[config.mk]
export PLATFORM = sky130hd
export DESIGN_NAME = shader_load_scheduler_flat
export DESIGN_NICKNAME = d
export VERILOG_FILES = /design/src/rtl/shader_load_scheduler_pkg.sv /design/src/rtl/shader_load_scheduler_if.sv /design/src/rtl/shader_load_scheduler_prog_buffer.sv /design/src/rtl/shader_load_scheduler.sv /design/src/flat_wrapper.sv
export SDC_FILE = /design/constraint.sdc
export NUM_CORES = 1
export LEC_CHECK = 0
export BUFFER_PORTS_ARGS = -buffer_cell sky130_fd_sc_hd__buf_2
export CORE_UTILIZATION = 60
export DETAILED_ROUTE_END_ITERATION = 7
export PLACE_DENSITY = 0.79
export REMOVE_ABC_BUFFERS = 1
export SETUP_SLACK_MARGIN = 0.02
export SLEW_MARGIN = 20
export SYNTH_ARGS = -nofsm -noshare
export SYNTH_HDL_FRONTEND = slang
export SYNTH_HIERARCHICAL = 1
export SYNTH_SLANG_ARGS = --single-unit
[constraint.sdc]
create_clock -name clk_i -period 3.2 [get_ports clk_i]
set_clock_uncertainty 0.05 [all_clocks]
set_input_delay 0.48 -clock clk_i [delete_from_list [all_inputs] [get_ports clk_i]]
set_output_delay 0.48 -clock clk_i [all_outputs]
set_load 0.05 [all_outputs]
[src/rtl/shader_load_scheduler_pkg.sv]
// rtl/shader_load_scheduler_pkg.sv - shared parameters and state type for the shader load scheduler
package shader_load_scheduler_pkg;

    localparam int NUM_INSTR = 10;
    localparam int INSTR_W   = 8;

    typedef enum logic [2:0] {
        IDLE,
        COLLECT,
        PENDING,
        COMMIT,
        DONE
    } sched_state_t;

    // Keeps pointers at least one bit wide for single-entry programs.
    function automatic int ptr_width(input int n);
        return (n > 1) ? $clog2(n) : 1;
    endfunction

endpackage

[src/rtl/shader_load_scheduler_if.sv]
// rtl/shader_load_scheduler_if.sv - instruction byte stream from the SPI receiver
interface shader_load_scheduler_if #(
    parameter int INSTR_W = 8
);
    logic [INSTR_W-1:0] byte_data;
    logic               byte_valid;
    logic               abort;

    modport master (output byte_data, byte_valid, abort);
    modport slave  (input  byte_data, byte_valid, abort);
endinterface

[src/rtl/shader_load_scheduler_prog_buffer.sv]
// rtl/shader_load_scheduler_prog_buffer.sv - private program buffer with wrapping write/read pointers
module shader_load_scheduler_prog_buffer
    import shader_load_scheduler_pkg::*;
#(
    parameter int NUM_INSTR = 10,
    parameter int INSTR_W   = 8
) (
    input  logic               clk_i,
    input  logic               rst_i,
    input  logic               clear_i,
    input  logic               wr_en_i,
    input  logic [INSTR_W-1:0] wr_data_i,
    input  logic               rd_en_i,
    output logic [INSTR_W-1:0] rd_data_o
);
    localparam int PTR_W = ptr_width(NUM_INSTR);

    logic [INSTR_W-1:0] mem [NUM_INSTR];
    logic [PTR_W-1:0]   wr_ptr;
    logic [PTR_W-1:0]   rd_ptr;

    function automatic logic [PTR_W-1:0] wrap_inc(input logic [PTR_W-1:0] p);
        return (p == PTR_W'(NUM_INSTR - 1)) ? '0 : p + 1'b1;
    endfunction

    // Storage is not cleared; resetting the pointers is enough to discard a program.
    always_ff @(posedge clk_i) begin
        if (rst_i || clear_i) begin
            wr_ptr <= '0;
            rd_ptr <= '0;
        end else begin
            if (wr_en_i) begin
                mem[wr_ptr] <= wr_data_i;
                wr_ptr      <= wrap_inc(wr_ptr);
            end
            if (rd_en_i) begin
                rd_ptr <= wrap_inc(rd_ptr);
            end
        end
    end

    assign rd_data_o = mem[rd_ptr];

endmodule

[src/rtl/shader_load_scheduler.sv]
// rtl/shader_load_scheduler.sv - buffers a shader program and commits it at the vblank rising edge
module shader_load_scheduler
    import shader_load_scheduler_pkg::*;
#(
    parameter int NUM_INSTR = shader_load_scheduler_pkg::NUM_INSTR,
    parameter int INSTR_W   = shader_load_scheduler_pkg::INSTR_W
) (
    input  logic                    clk_i,
    input  logic                    rst_i,
    shader_load_scheduler_if.slave  spi,
    input  logic                    vblank_i,
    input  logic                    clear_ovf_i,
    output logic [INSTR_W-1:0]      mem_instr_o,
    output logic                    mem_load_o,
    output logic                    mem_shift_o,
    output logic                    busy_o,
    output logic                    pending_o,
    output logic                    commit_done_o,
    output logic                    overflow_o
);
    localparam int CNT_W = $clog2(NUM_INSTR + 1);

    sched_state_t       state;
    logic [CNT_W-1:0]   count;
    logic               vblank_q;
    logic [INSTR_W-1:0] rd_data;

    logic vblank_edge, abort_ok, wr_en, rd_en, buf_clear, ovf_set;

    assign vblank_edge = vblank_i && !vblank_q;
    // Once a commit has started it always runs to completion, so abort is only honoured before it.
    assign abort_ok    = spi.abort && (state == IDLE || state == COLLECT || state == PENDING);
    assign wr_en       = spi.byte_valid && !spi.abort && (state == IDLE || state == COLLECT);
    assign rd_en       = (state == PENDING && !spi.abort && vblank_edge)
                      || (state == COMMIT && count != '0);
    assign buf_clear   = abort_ok || state == DONE;
    assign ovf_set     = spi.byte_valid && !abort_ok
                      && (state == PENDING || state == COMMIT || state == DONE);

    shader_load_scheduler_prog_buffer #(
        .NUM_INSTR (NUM_INSTR),
        .INSTR_W   (INSTR_W)
    ) u_prog_buffer (
        .clk_i     (clk_i),
        .rst_i     (rst_i),
        .clear_i   (buf_clear),
        .wr_en_i   (wr_en),
        .wr_data_i (spi.byte_data),
        .rd_en_i   (rd_en),
        .rd_data_o (rd_data)
    );

    // During COMMIT, count holds the number of instructions still to be emitted.
    always_ff @(posedge clk_i) begin
        if (rst_i) begin
            state         <= IDLE;
            count         <= '0;
            vblank_q      <= 1'b0;
            mem_instr_o   <= '0;
            mem_load_o    <= 1'b0;
            mem_shift_o   <= 1'b0;
            commit_done_o <= 1'b0;
            overflow_o    <= 1'b0;
        end else begin
            vblank_q      <= vblank_i;
            mem_instr_o   <= '0;
            mem_load_o    <= 1'b0;
            mem_shift_o   <= 1'b0;
            commit_done_o <= 1'b0;
            overflow_o    <= ovf_set | (overflow_o & ~clear_ovf_i);

            if (abort_ok) begin
                state <= IDLE;
                count <= '0;
            end else begin
                case (state)
                    IDLE: begin
                        if (spi.byte_valid) begin
                            count <= CNT_W'(1);
                            state <= (NUM_INSTR == 1) ? PENDING : COLLECT;
                        end
                    end
                    COLLECT: begin
                        if (spi.byte_valid) begin
                            count <= count + 1'b1;
                            if (count == CNT_W'(NUM_INSTR - 1)) state <= PENDING;
                        end
                    end
                    PENDING: begin
                        if (vblank_edge) begin
                            state       <= COMMIT;
                            count       <= CNT_W'(NUM_INSTR - 1);
                            mem_load_o  <= 1'b1;
                            mem_shift_o <= 1'b1;
                            mem_instr_o <= rd_data;
                        end
                    end
                    COMMIT: begin
                        if (count != '0) begin
                            count       <= count - 1'b1;
                            mem_load_o  <= 1'b1;
                            mem_shift_o <= 1'b1;
                            mem_instr_o <= rd_data;
                        end else begin
                            state         <= DONE;
                            commit_done_o <= 1'b1;
                        end
                    end
                    DONE: begin
                        count <= '0;
                        state <= IDLE;
                    end
                    default: state <= IDLE;
                endcase
            end
        end
    end

    assign busy_o    = (state != IDLE);
    assign pending_o = (state == PENDING);

endmodule

[src/flat_wrapper.sv]
// flat-port wrapper written by rule: the top's interface ports become plain ports
module shader_load_scheduler_flat import shader_load_scheduler_pkg::*;
#(
    parameter int NUM_INSTR = shader_load_scheduler_pkg::NUM_INSTR,
    parameter int INSTR_W   = shader_load_scheduler_pkg::INSTR_W
)
  (clk_i, rst_i, vblank_i, clear_ovf_i, mem_instr_o, mem_load_o, mem_shift_o, busy_o, pending_o, commit_done_o, overflow_o, spi_byte_data, spi_byte_valid, spi_abort);
  shader_load_scheduler_if #(.INSTR_W(INSTR_W)) spi_i ();
  input  logic clk_i;
  input  logic rst_i;
  input  logic vblank_i;
  input  logic clear_ovf_i;
  output logic [INSTR_W-1:0] mem_instr_o;
  output logic mem_load_o;
  output logic mem_shift_o;
  output logic busy_o;
  output logic pending_o;
  output logic commit_done_o;
  output logic overflow_o;
  input wire logic [$bits(spi_i.byte_data)-1:0] spi_byte_data;
  input wire logic [$bits(spi_i.byte_valid)-1:0] spi_byte_valid;
  input wire logic [$bits(spi_i.abort)-1:0] spi_abort;
  assign spi_i.byte_data = spi_byte_data;
  assign spi_i.byte_valid = spi_byte_valid;
  assign spi_i.abort = spi_abort;
  shader_load_scheduler #(.NUM_INSTR(NUM_INSTR), .INSTR_W(INSTR_W)) u_core (.clk_i(clk_i), .rst_i(rst_i), .spi(spi_i), .vblank_i(vblank_i), .clear_ovf_i(clear_ovf_i), .mem_instr_o(mem_instr_o), .mem_load_o(mem_load_o), .mem_shift_o(mem_shift_o), .busy_o(busy_o), .pending_o(pending_o), .commit_done_o(commit_done_o), .overflow_o(overflow_o));
endmodule
# Yosys cells after proc, flatten, opt, wreduce, memory -nomap -nowiden
# Memories as Yosys holds them, arrays and structs flattened. A register that Yosys moved wholly into a read port is not among the register bits.
# Cells that the tools add are included.
# word_totals
mem_count	1
ram_bits	80
reg_bits	27
word_cells	83
inputBits	14
output_inout_bits	14
# op_classes
bitwise_logic	4
reduce_logical	27
addsub	4
muxes	25
eq_ne	13
# mem_list
name	depth	word_bits	read_ports	rd_ports_with_merged_regs	write_ports	line_no	text
u_core.u_prog_buffer.mem	10	8	1	1	1	shader_load_scheduler_prog_buffer.sv:18	logic [INSTR_W-1:0] mem [NUM_INSTR];
# ops
op	n
$mux 4	8
$pmux 4 s5	1
$mux 8	2
$pmux 8 s2	1
$mux 3	5
$add 4x1->4 const B	3
$eq 4x4->1 const B	3
$pmux 3 s4	1
$ne 2x2->1 const B	5
$reduce_and 5->1	2
$logic_and 1x1->1	9
$logic_or 1x1->1	7
$eq 3x2->1 const B	2
$mux 1	6
$reduce_bool 5->1	1
$reduce_bool 4->1	1
$sub 4x1->4 const B	1
$eq 3x1->1 const B	1
$eq 3x3->1 const B	1
$logic_not 1->1	3
$logic_not 3->1	1
$reduce_bool 3->1	1
$reduce_or 3->1	1
$ne 2x1->1 const B	1
5 further kinds	6

# Depth between registers and ports, before layout
# Gate-level depths: netlist (run 1).
# logic_depth
word_depth	8
mapped_depth	8
mapped_depth_nobuf	7

# By module
# Netlist (run 1), hierarchy kept.
# by_module_without_submodules
mod	cells_per_inst	area_each_um2	instances	seq_area_each_um2
shader_load_scheduler_prog_buffer	229	3676.0	1	2642.5
shader_load_scheduler	108	959.7	1	380.4

# Least setup slack after synthesis (run 1)
# OpenSTA, ideal clock, no wires.
# synth_path
path_type	input-to-reg
start	input port spi_byte_valid
end	memory u_core.u_prog_buffer.mem[3][0], enable pin
t_arrival_ps	2170
setup_slack_ps	597
path_buffers	0
setup_ps	383
stages	5
required_time_ps	2767
cell_sequence	nor3b_2 -> nor2b_1 -> nand3_1 -> or2_2 -> nor3_1
# synth_via
elab_chain_len	5
# synth_rtl
item	line_no	text
from (decl)	flat_wrapper.sv:21	input wire logic [$bits(spi_i.byte_valid)-1:0] spi_byte_valid;
$logic_and 1x1->1 (2 in series)	shader_load_scheduler.sv:33	assign wr_en = spi.byte_valid && !spi.abort && (state == IDLE || state == COLLECT);
net u_core.wr_en	shader_load_scheduler.sv:28	logic vblank_edge, abort_ok, wr_en, rd_en, buf_clear, ovf_set;
$mux 1	shader_load_scheduler_prog_buffer.sv:32	if (wr_en_i) begin
$mux 1	shader_load_scheduler_prog_buffer.sv:28	if (rst_i || clear_i) begin
$mux 1 (not written as such)	shader_load_scheduler_prog_buffer.sv:33	mem[wr_ptr] <= wr_data_i;
to (decl)	shader_load_scheduler_prog_buffer.sv:18	
# The timed path passes the listed nets, and every way through them passes these cells.

# Worst setup path in the final report (run 1)
# layout_path
start	register u_core.state[1]
end	memory u_core.u_prog_buffer.mem[3][4], enable pin
# layout_via
elab_cells_between_ends	13
classes_between	eq/ne (3); mux (3); reduce/logical (7)
# layout_lines
item	line_no	text
from (decl)	shader_load_scheduler.sv:23	sched_state_t state;
from (signal assigned)	shader_load_scheduler.sv:80	state <= (NUM_INSTR == 1) ? PENDING : COLLECT;
$eq 3x1->1 or $logic_not 3->1 (tied branches)	shader_load_scheduler.sv:33	
$logic_or 1x1->1 (*)	shader_load_scheduler.sv:33	
$logic_and 1x1->1 (*)	shader_load_scheduler.sv:33	
net u_core.wr_en	shader_load_scheduler.sv:28	
$mux 1 (*)	shader_load_scheduler_prog_buffer.sv:32	
$mux 1 (*)	shader_load_scheduler_prog_buffer.sv:28	
$mux 1 (not written as such) (*)	shader_load_scheduler_prog_buffer.sv:33	
# The timed path passes the listed nets; every way through them passes the cells marked *.

==> impl_metrics.ini, run 1 <==
[run_status]
status = completed

[placed_design]
place.gp.congestion = 0.8140
hpwl_mm = 5.473
dp_slack_ns = 0.6529
place_inst = 456
place.port_buffers = 27

[timing]
grt_setup_unrepaired = false
maxSlewHeadroom = 0.5027
fmax_mhz = 408.2
slew_violations = 0
postLayoutSetupSlackWorst_ns = 0.7505
period_share = 0.7655
setup_tns_ns = 0
setup_viol = 0
timing.final.crit_period_ns = 2.450
finalHoldViolCount = 0
worst_slew_pin_slew_ns = 0.7445

[clocking]
h-tree-depth = 3
cts_buffers = 9
clock_path_buffers = 2
postCtsSetupBuffers = 0
ctsResizeCount = 0
ctsHoldBuffers = 0
cts_tree = yes
clockRootBuffer = clkbuf_8
clk_latency_ns = 0.37
clkSlewWorstSetupHoldPaths_ns = 0.10
cts.sink_count = 111

[worst_setup_path]
start_kind = register
critPathMaxFanout = 15
critical_path_arrival_ns = 2.49
rr_startpoint = u_core/state[1]
worstReg2RegEnd = u_core/u_prog_buffer/mem[3][4]
ff2ff_setup_slack_ns = 0.75
worstRegToRegCells = 6
slowest_stage = dfxtp_1
startpoint = u_core/state[1]
worstSetupPathType = register to register
worstPathRequired_ns = 3.24
end_kind = register
path_cells = nor3b_2, nor2b_1, nand3_1, or2_2, nor3_1, buf_4
cpPeakStageDelay_ns = 0.45

[finish]
fin_util = 0.6844
stdcell_count = 472
diodes = 0
seq_area_um2 = 3024
syn_to_final_growth_pct = 8.799
multi_input_area_um2 = 1460
fill_cells = 523
drive_above_1_share = 0.2279
fin_nets = 385

[floorplanning]
die_x_um = 89.90
core_region_area_um2 = 7370
die_h_um = 89.90
rows = 31
io_pins = 28
die_area_um2 = 8082
start_util = 0.6290

[logic_synthesis]
synth_ff_type = edfxtp_1
netlist_top_cells_area = edfxtp_1 52%, dfxtp_1 13%, mux2_2 5.8%
synth_edf_count = 80
synth_top_area_share = 0.5182
yosys.area.top_type = edfxtp_1
async_flop_share = 0
synth_warnings = 6
yosys_register_bits = 111
synthesis.area_um2 = 4636
syn_inst = 337
avgSynthCellArea_um2 = 13.76
ys_types = 54
yosysSeqAreaShare = 0.6521

[grt]
grt_pass1_wl_mm = 13.23
grt.overflow.total = 0
grt_start_max_net_pins = 41
track_usage = 0.2192
grt_pass1_vias = 2609
antenna_found_initial = 0

[worst_hold_path]
hold_end = u_core/vblank_q
hold_depth = 2
min-delay-path-class = input pin to register
hold_start = rst_i

[routing]
drc = 0
vias = 2764
detail_route.first_pass.iterations = 4
routed_wl_mm = 8.335
drtIter0Drc = 105
postRouteAntennaNets = 0
vias_per_cell = 5.856
wire_per_inst_um = 17.66

[pwr]
finalPower_mw = 2.375
leakage_nw = 1.676
ir_worst_vdd_mv = 0.2157
power_density_nw_per_um2 = 470.8

[job]
drv_cap = 0
[cells by family after synthesis]
group / share of synthesized area
compound gates: 0.08502
xor+xnor: 0.009448
fa+ha+maj: 0.009716
buf+inv: 0.03293
flops: 0.6521
mux: 0.09285
simple gates: 0.1179
[layout by cell type (no fill, tap or decap), types with 3 or more instances in the layout]
cell / Yosys / routed
or3_1: 3 / 3
dfxtp_1: 31 / 30
clkbuf_8: 0 / 10
a22o_1: 8 / 8
buf_2: 3 / 27
nand3_1: 9 / 9
o22ai_1: 9 / 9
nor2b_1: 11 / 11
nand2_1: 20 / 20
nor2_1: 17 / 17
and2_1: 8 / 8
mux2_2: 24 / 24
nor3_1: 7 / 7
mux2i_1: 16 / 16
o21ai_0: 7 / 7
edfxtp_1: 80 / 80
a21oi_1: 11 / 11
xor2_1: 3 / 3
buf_4: 3 / 10
inv_1: 6 / 6
nand2b_1: 5 / 5
o31ai_1: 7 / 7
[critical path, delay by kind of cell (launching register included)]
kind | cells | cell delay, ns
flops | 1 | 0.45
simple gates | 5 | 1.46
buf+inv | 1 | 0.20
[stage by stage]
| stage | area (um^2) | hold WS [ns] |
|---|---|---|
| floorplan | 4506 | 0.4185 |
| global placement | 4861 | 0.3894 |
| detailed placement | 4861 | 0.4052 |
| CTS | 5044 | 0.2883 |
| global route | 5044 | 0.3157 |
| finish | 5044 | 0.2982 |
[Yosys cell counts, types with 2 or more instances]
cell type / n
o21ai_0: 7
inv_1: 6
nand2b_1: 5
nand3_1: 9
mux2_2: 24
nor2_1: 17
and2_1: 8
clkbuf_1: 5
xnor2_1: 2
and3_1: 2
xor2_1: 3
buf_2: 3
nor3_1: 7
o22ai_1: 9
a21oi_1: 11
edfxtp_1: 80
nand2_1: 20
buf_4: 3
a22o_1: 8
buf_6: 2
o31ai_1: 7
a221o_1: 2
or3_1: 3
buf_12: 2
mux2i_1: 16
ha_1: 2
buf_1: 3
or4b_1: 2
and4b_1: 2
dfxtp_1: 31
nor2b_1: 11
nand3b_1: 2
or2_2: 2
[report_power, final]
group	internal (mW)	total, mW	switching, mW
Combinational	0.0216	0.0611	0.0395
Clock	0.307	0.768	0.461
Sequential	1.54	1.55	0.00530
Total	1.87	2.37	0.506
[layer usage]
layer  vias up  track usage  share of wire
li1       1316            -              -
met1      1348       0.2787           0.43
met5         -            0              0
met3        12      0.04569          0.048
met2        88       0.3609           0.50
met4         0       0.1048          0.020
[state kept, by name, indices dropped and copies added (netlist names), named ones only]
| register | cells |
|---|---|
| u_core/vblank_q | 1 |
| u_core/u_prog_buffer/wr_ptr | 4 |
| u_core/u_prog_buffer/mem | 80 |
| u_core/mem_instr_o | 8 |
| u_core/count | 4 |
| u_core/mem_shift_o | 1 |
| u_core/u_prog_buffer/rd_ptr | 4 |
| u_core/state | 3 |
| u_core/commit_done_o | 1 |
| u_core/overflow_o | 1 |
[how the worst max path moves through the flow]
| stage | depth (start not counted) | slack [ns] | endpoint |
|---|---|---|---|
| after floorplan | 5 | 0.60 | u_core/u_prog_buffer/mem[3][0] |
| after global routing | 7 | 0.55 | u_core/u_prog_buffer/mem[3][7] |
| after global placement | 7 | 0.73 | u_core/u_prog_buffer/mem[3][4] |
| final | 6 | 0.75 | u_core/u_prog_buffer/mem[3][4] |
| after CTS | 6 | 0.74 | u_core/u_prog_buffer/mem[3][7] |
| after detailed placement | 7 | 0.65 | u_core/u_prog_buffer/mem[3][4] |
[cell type report]
cell class | instances | share of cell area
inverter | 6 | 0.004465
clock buffer | 10 | 0.02729
timing repair buffer | 38 | 0.04565
sequential | 111 | 0.5996
tap | 99 | 0.02456
clock inverter | 6 | 0.008931
multi-input combinational | 202 | 0.2895
Power figures use the tool's default switching activity.
==> run 2: changes to the inputs <==
--- a/config.mk
+++ b/config.mk
@@ -5,6 +5,7 @@
 export SDC_FILE = /design/constraint.sdc
 export NUM_CORES = 1
 export LEC_CHECK = 0
+export ABC_AREA = 1
 export BUFFER_PORTS_ARGS = -buffer_cell sky130_fd_sc_hd__buf_2
 export CORE_UTILIZATION = 60
 export DETAILED_ROUTE_END_ITERATION = 7
==> constraint.sdc (replaced) <==
create_clock -name clk_i -period 2.38 [get_ports clk_i]
set_clock_uncertainty 0.05 [all_clocks]
set_input_delay 0.357 -clock clk_i [delete_from_list [all_inputs] [get_ports clk_i]]
set_output_delay 0.357 -clock clk_i [all_outputs]
set_load 0.05 [all_outputs]
==> impl_metrics.ini, run 2 <==
[run_status]
status = completed

[pwr]
switching_share = 0.2275
internal_power_mw = 2.626
p_sw_uw = 773.1
power_frac_comb = 0.051
power_density_nw_per_um2 = 642.2
seq_power_share = 0.614
clockPowerShare = 0.335
leakage_nw = 2.345
ir_worst_vdd_mv = 0.3230
finalPower_mw = 3.399

[finish]
largest_reg_flops = 80
fin_nets = 569
seq_area_um2 = 3023
largest_register = u_core/u_prog_buffer/mem
mostFrequentLayoutCell = nand2_1
mostFrequentLayoutCells = 130 x nand2_1, 86 x inv_1, 80 x edfxtp_1
diodes = 0
fill_cells = 608
drive_above_1_share = 0.1400
multi_input_area_um2 = 1351
syn_to_final_growth_pct = 8.880
top_regs = u_core/u_prog_buffer/mem (80), u_core/mem_instr_o (8)
fin_util = 0.6814

[logic_synthesis]
synth_ff_type = edfxtp_1
avgSynthCellArea_um2 = 9.420
ys_types = 30
async_flop_share = 0
yosys_register_bits = 111
synth.top_cells.by_count = 130 x nand2_1, 86 x inv_1, 80 x edfxtp_1, 61 x nor2_1, 55 x nand3_1
netlist_top_cells_area = edfxtp_1 49%, dfxtp_1 13%, nand2_1 10%
synth_warnings = 6
synthesis.area_um2 = 4861
synthMostInstantiatedCell = nand2_1
synth_top_area_share = 0.4942
yosysSeqAreaShare = 0.6219
synth_edf_count = 80
yosys.area.top_type = edfxtp_1
syn_inst = 516

[routing]
wire_per_inst_um = 15.35
drtIter0Drc = 312
routed_wl_mm = 10.11
vias = 3532
drc = 0
detail_route.first_pass.iterations = 5
vias_per_cell = 5.360
postRouteAntennaNets = 0

[worst_setup_path]
worstSetupPathType = register to register
worstReg2RegEnd = u_core/u_prog_buffer/mem[0][3]
cpPeakStageDelay_ns = 0.42
worstPathRequired_ns = 2.41
slowest_stage = dfxtp_1
startpoint = u_core/state[2]
critPathMaxFanout = 9
worstRegToRegCells = 8
critical_path_arrival_ns = 2.13
rr_startpoint = u_core/state[2]
path_cells = inv_2, nand2_1, a21boi_2, o21bai_1, nor2_4, nand4_1, nor3_1, buf_4
end_kind = register
start_kind = register
ff2ff_setup_slack_ns = 0.28

[clocking]
clkSlewWorstSetupHoldPaths_ns = 0.10
clk_latency_ns = 0.38
clockRootBuffer = clkbuf_8
cts_tree = yes
ctsResizeCount = 0
clock_path_buffers = 2
cts_buffers = 9
cts.sink_count = 111
postCtsSetupBuffers = 0
h-tree-depth = 3
ctsHoldBuffers = 0

[grt]
track_usage = 0.2566
grt_start_max_net_pins = 41
grt_pass1_vias = 3414
antenna_found_initial = 0
grt_pass1_wl_mm = 16.20
grt.overflow.total = 0

[worst_hold_path]
hold_start = vblank_i
hold_depth = 3
min-delay-path-class = input pin to register
hold_end = u_core/vblank_q

[timing]
setup_tns_ns = 0
timing.final.crit_period_ns = 2.102
worst_slew_pin_slew_ns = 0.5315
postLayoutSetupSlackWorst_ns = 0.2776
hold_slack_ns = 0.1563
finalHoldViolCount = 0
grt_setup_unrepaired = false
slew_violations = 0
period_share = 0.8834
setup_viol = 0
fmax_mhz = 475.6
maxSlewHeadroom = 0.6452

[floorplanning]
die_x_um = 92.01
rows = 32
core_region_area_um2 = 7767
start_util = 0.6258
die_h_um = 92.01
die_area_um2 = 8466
io_pins = 28

[job]
drv_cap = 0

[placed_design]
place.port_buffers = 27
place.gp.congestion = 0.9278
dp_slack_ns = 0.3431
hpwl_mm = 6.859
-- run 2: cell types whose count changed after synthesis, moves of 9 or more --
cell and delta:
nand2_1 +110, inv_1 +80, nand3_1 +46, nor2_1 +44, mux2_2 -24, mux2i_1 -16, nor2b_1 -11, o22ai_1 -9
-- run 2: layer usage --
metal | vias up | global-route usage | share of wire
met2 | 160 | 0.4359 | 0.49
met1 | 1642 | 0.3176 | 0.42
li1 | 1701 | - | -
met3 | 29 | 0.03814 | 0.066
met4 | 0 | 0.1354 | 0.033
met5 | - | 0 | 0
-- run 2: cells by family (layout without fill, tap and decap cells) --
family	count (synthesis)	count (layout)	share of synthesized area
AND/OR/NAND/NOR	269	269	0.2384
flip-flops	111	111	0.6219
adder cells (fa/ha/maj)	3	3	0.009266
AO/OA/AOI/OAI	24	24	0.02857
XOR/XNOR	1	1	0.001802
buffers and inverters	108	149	0.1001
-- run 2: how the worst max path moves through the flow --
| stage | to | slack (ns) | cells after the start |
|---|---|---|---|
| 6_report | u_core/u_prog_buffer/mem[0][3] | 0.28 | 8 |
| 5_1_grt | u_core/u_prog_buffer/mem[0][3] | 0.11 | 8 |
| 4_1_cts | u_core/u_prog_buffer/mem[0][3] | 0.31 | 8 |
| 3_5_place_dp | u_core/u_prog_buffer/mem[0][0] | 0.34 | 8 |
| 3_3_place_gp | u_core/u_prog_buffer/mem[0][7] | 0.42 | 8 |
| 2_1_floorplan | u_core/u_prog_buffer/mem[4][0] | 0.07 | 7 |
-- run 2: power groups by stage --
stage	clock network [mW]	logic (mW)	registers, mW
6_report	1.14	0.172	2.09
5_1_grt	1.21	0.189	2.09
4_1_cts	1.15	0.170	2.09
3_5_place_dp	0	0.170	2.13
3_3_place_gp	0	0.168	2.13
2_1_floorplan	0	0.0941	2.14
-- run 2: area by class of cell --
type,count,area share
repair buffers,41,0.04539
multi-input cells,297,0.2553
inverters,92,0.06572
clock inverters,7,0.01489
flip-flops and latches,111,0.5712
well taps,102,0.02411
clock buffers,9,0.02340
-- run 2: worst max-delay path, delay by kind of cell (launching register included) --
kind,cells,cell delay [ns]
flops,1,0.42
buf+inv,2,0.32
simple gates,4,0.71
compound gates,2,0.30
-- run 2: per-stage QoR --
stage | std cells | area, um^2
after global routing | 659 | 5293
final | 659 | 5293
after CTS | 659 | 5293
after floorplan | 500 | 4722
after detailed placement | 643 | 5090
after global placement | 643 | 5090
==> run 3: changes to the inputs <==
--- a/config.mk
+++ b/config.mk
@@ -9,7 +9,7 @@
 export BUFFER_PORTS_ARGS = -buffer_cell sky130_fd_sc_hd__buf_2
 export CORE_UTILIZATION = 60
 export DETAILED_ROUTE_END_ITERATION = 7
-export PLACE_DENSITY = 0.79
+export PLACE_DENSITY = 0.78
 export REMOVE_ABC_BUFFERS = 1
 export SETUP_SLACK_MARGIN = 0.02
 export SLEW_MARGIN = 20
==> impl_metrics.ini, run 3 (synthesis gave the netlist of run 2 again) <==
[floorplanning]
io_pins = 28
die_x_um = 92.01
rows = 32
core_region_area_um2 = 7767
die_area_um2 = 8466
start_util = 0.6258
die_h_um = 92.01

[timing]
worst_slew_pin_slew_ns = 0.5654
period_share = 0.8860
maxSlewHeadroom = 0.6226
timing.final.crit_period_ns = 2.109
finalHoldViolCount = 0
grt_setup_unrepaired = false
setup_viol = 0
slew_violations = 0
fmax_mhz = 474.2
setup_tns_ns = 0

[clocking]
clk_latency_ns = 0.36
ctsResizeCount = 0
cts_tree = yes
clkSlewWorstSetupHoldPaths_ns = 0.10
ctsHoldBuffers = 0
clock_path_buffers = 2
clockRootBuffer = clkbuf_8
h-tree-depth = 3
postCtsSetupBuffers = 0
cts.sink_count = 111
cts_buffers = 9

[grt]
track_usage = 0.2515
grt.overflow.total = 0
use_met1 = 0.3221
use_met2 = 0.4303
grt.busiest_layer = met2
grt_start_max_net_pins = 41
antenna_found_initial = 0
grt_pass1_vias = 3363
grt_pass1_wl_mm = 16.06
use_met3 = 0.04561

[worst_hold_path]
min-delay-path-class = input pin to register

[finish]
largest_reg_flops = 80
diodes = 0
mostFrequentLayoutCells = 130 x nand2_1, 86 x inv_1, 80 x edfxtp_1
fill_cells = 588
fin_util = 0.6793
top_regs = u_core/u_prog_buffer/mem (80), u_core/mem_instr_o (8)
fin_nets = 569
mostFrequentLayoutCell = nand2_1
syn_to_final_growth_pct = 8.546
drive_above_1_share = 0.1400
largest_register = u_core/u_prog_buffer/mem

[worst_setup_path]
critPathMaxFanout = 9
critical_path_arrival_ns = 2.13
start_kind = register
cpPeakStageDelay_ns = 0.41
worstSetupPathType = register to register
path_cells = inv_2, nand2_1, a21boi_2, o21bai_1, nor2_4, nand4_1, nor3_1, buf_4
slowest_stage = dfxtp_1
end_kind = register
worstPathRequired_ns = 2.40

[routing]
detail_route.first_pass.iterations = 5
wire_per_inst_um = 15.00
drc = 0
vias_per_cell = 5.288
drtIter0Drc = 262
postRouteAntennaNets = 0
routed_wl_mm = 9.884
vias = 3485

[pwr]
seq_power_share = 0.631
power_frac_comb = 0.052
internal_power_mw = 2.528
power_density_nw_per_um2 = 626.3
switching_share = 0.2350
p_sw_uw = 776.5
clockPowerShare = 0.316
ir_worst_vdd_mv = 0.2905
leakage_nw = 2.340

[placed_design]
place.gp.congestion = 0.9426
place.port_buffers = 27
hpwl_mm = 6.871

[run_status]
status = completed

[job]
drv_cap = 0
run 3: changes by cell type in the layout (fill, tap and decap cells not counted):
cell / delta
inv_8: +1
clkinv_2: +1
clkinv_4: +2
inv_4: -2
bufinv_16: -1
clkinvlp_4: -1
run 3: worst paths after layout:
check                         start                        endpoint  slack, ns  cells after the start
setup / recovery    u_core/state[2]  u_core/u_prog_buffer/mem[0][3]       0.27                      8
hold / removal             vblank_i                 u_core/vblank_q       0.15                      3
setup reg to reg    u_core/state[2]  u_core/u_prog_buffer/mem[0][3]       0.27                      8
hold reg to reg   u_core/overflow_o               u_core/overflow_o       0.43                      2
run 3: worst max-delay path, delay by kind of cell (launching register included):
kind | cells | cell delay (ns)
simple gates | 4 | 0.72
buf+inv | 2 | 0.30
flops | 1 | 0.41
compound gates | 2 | 0.32
run 3: power groups by stage:
stage / registers, mW / logic [mW] / clock network (mW)
final: 2.09 / 0.173 / 1.04
after global routing: 2.09 / 0.191 / 1.13
after CTS: 2.09 / 0.172 / 1.06
after detailed placement: 2.13 / 0.171 / 0
after global placement: 2.13 / 0.168 / 0
after floorplan: 2.14 / 0.0941 / 0
run 3: metrics by stage:
step | worst slack [ns] | std cells | instance area, um^2 | power, mW | hold WS [ns]
2_1_floorplan | 0.06766 | 500 | 4722 | 2.231 | 0.3782
3_3_place_gp | 0.3738 | 643 | 5090 | 2.298 | 0.4103
3_5_place_dp | 0.3198 | 643 | 5090 | 2.302 | 0.4100
4_1_cts | 0.3050 | 659 | 5276 | 3.321 | 0.1440
5_1_grt | 0.1240 | 659 | 5276 | 3.409 | 0.1387
6_report | 0.2714 | 659 | 5276 | 3.305 | 0.1537
run 3: cell type report:
class / count / area, um^2 / share of cell area
tap: 102 / 127.6 / 0.02419
multi-input combinational: 297 / 1351 / 0.2561
inverter: 92 / 347.8 / 0.06592
clock buffer: 9 / 123.9 / 0.02348
timing repair buffer: 41 / 240.2 / 0.04553
sequential: 111 / 3023 / 0.5729
clock inverter: 7 / 62.56 / 0.01186
run 3: layer usage:
metal,vias up,wire length (um)
met5,-,0
met2,131,4966
met1,1633,4158
met4,0,137
met3,15,621
li1,1706,-
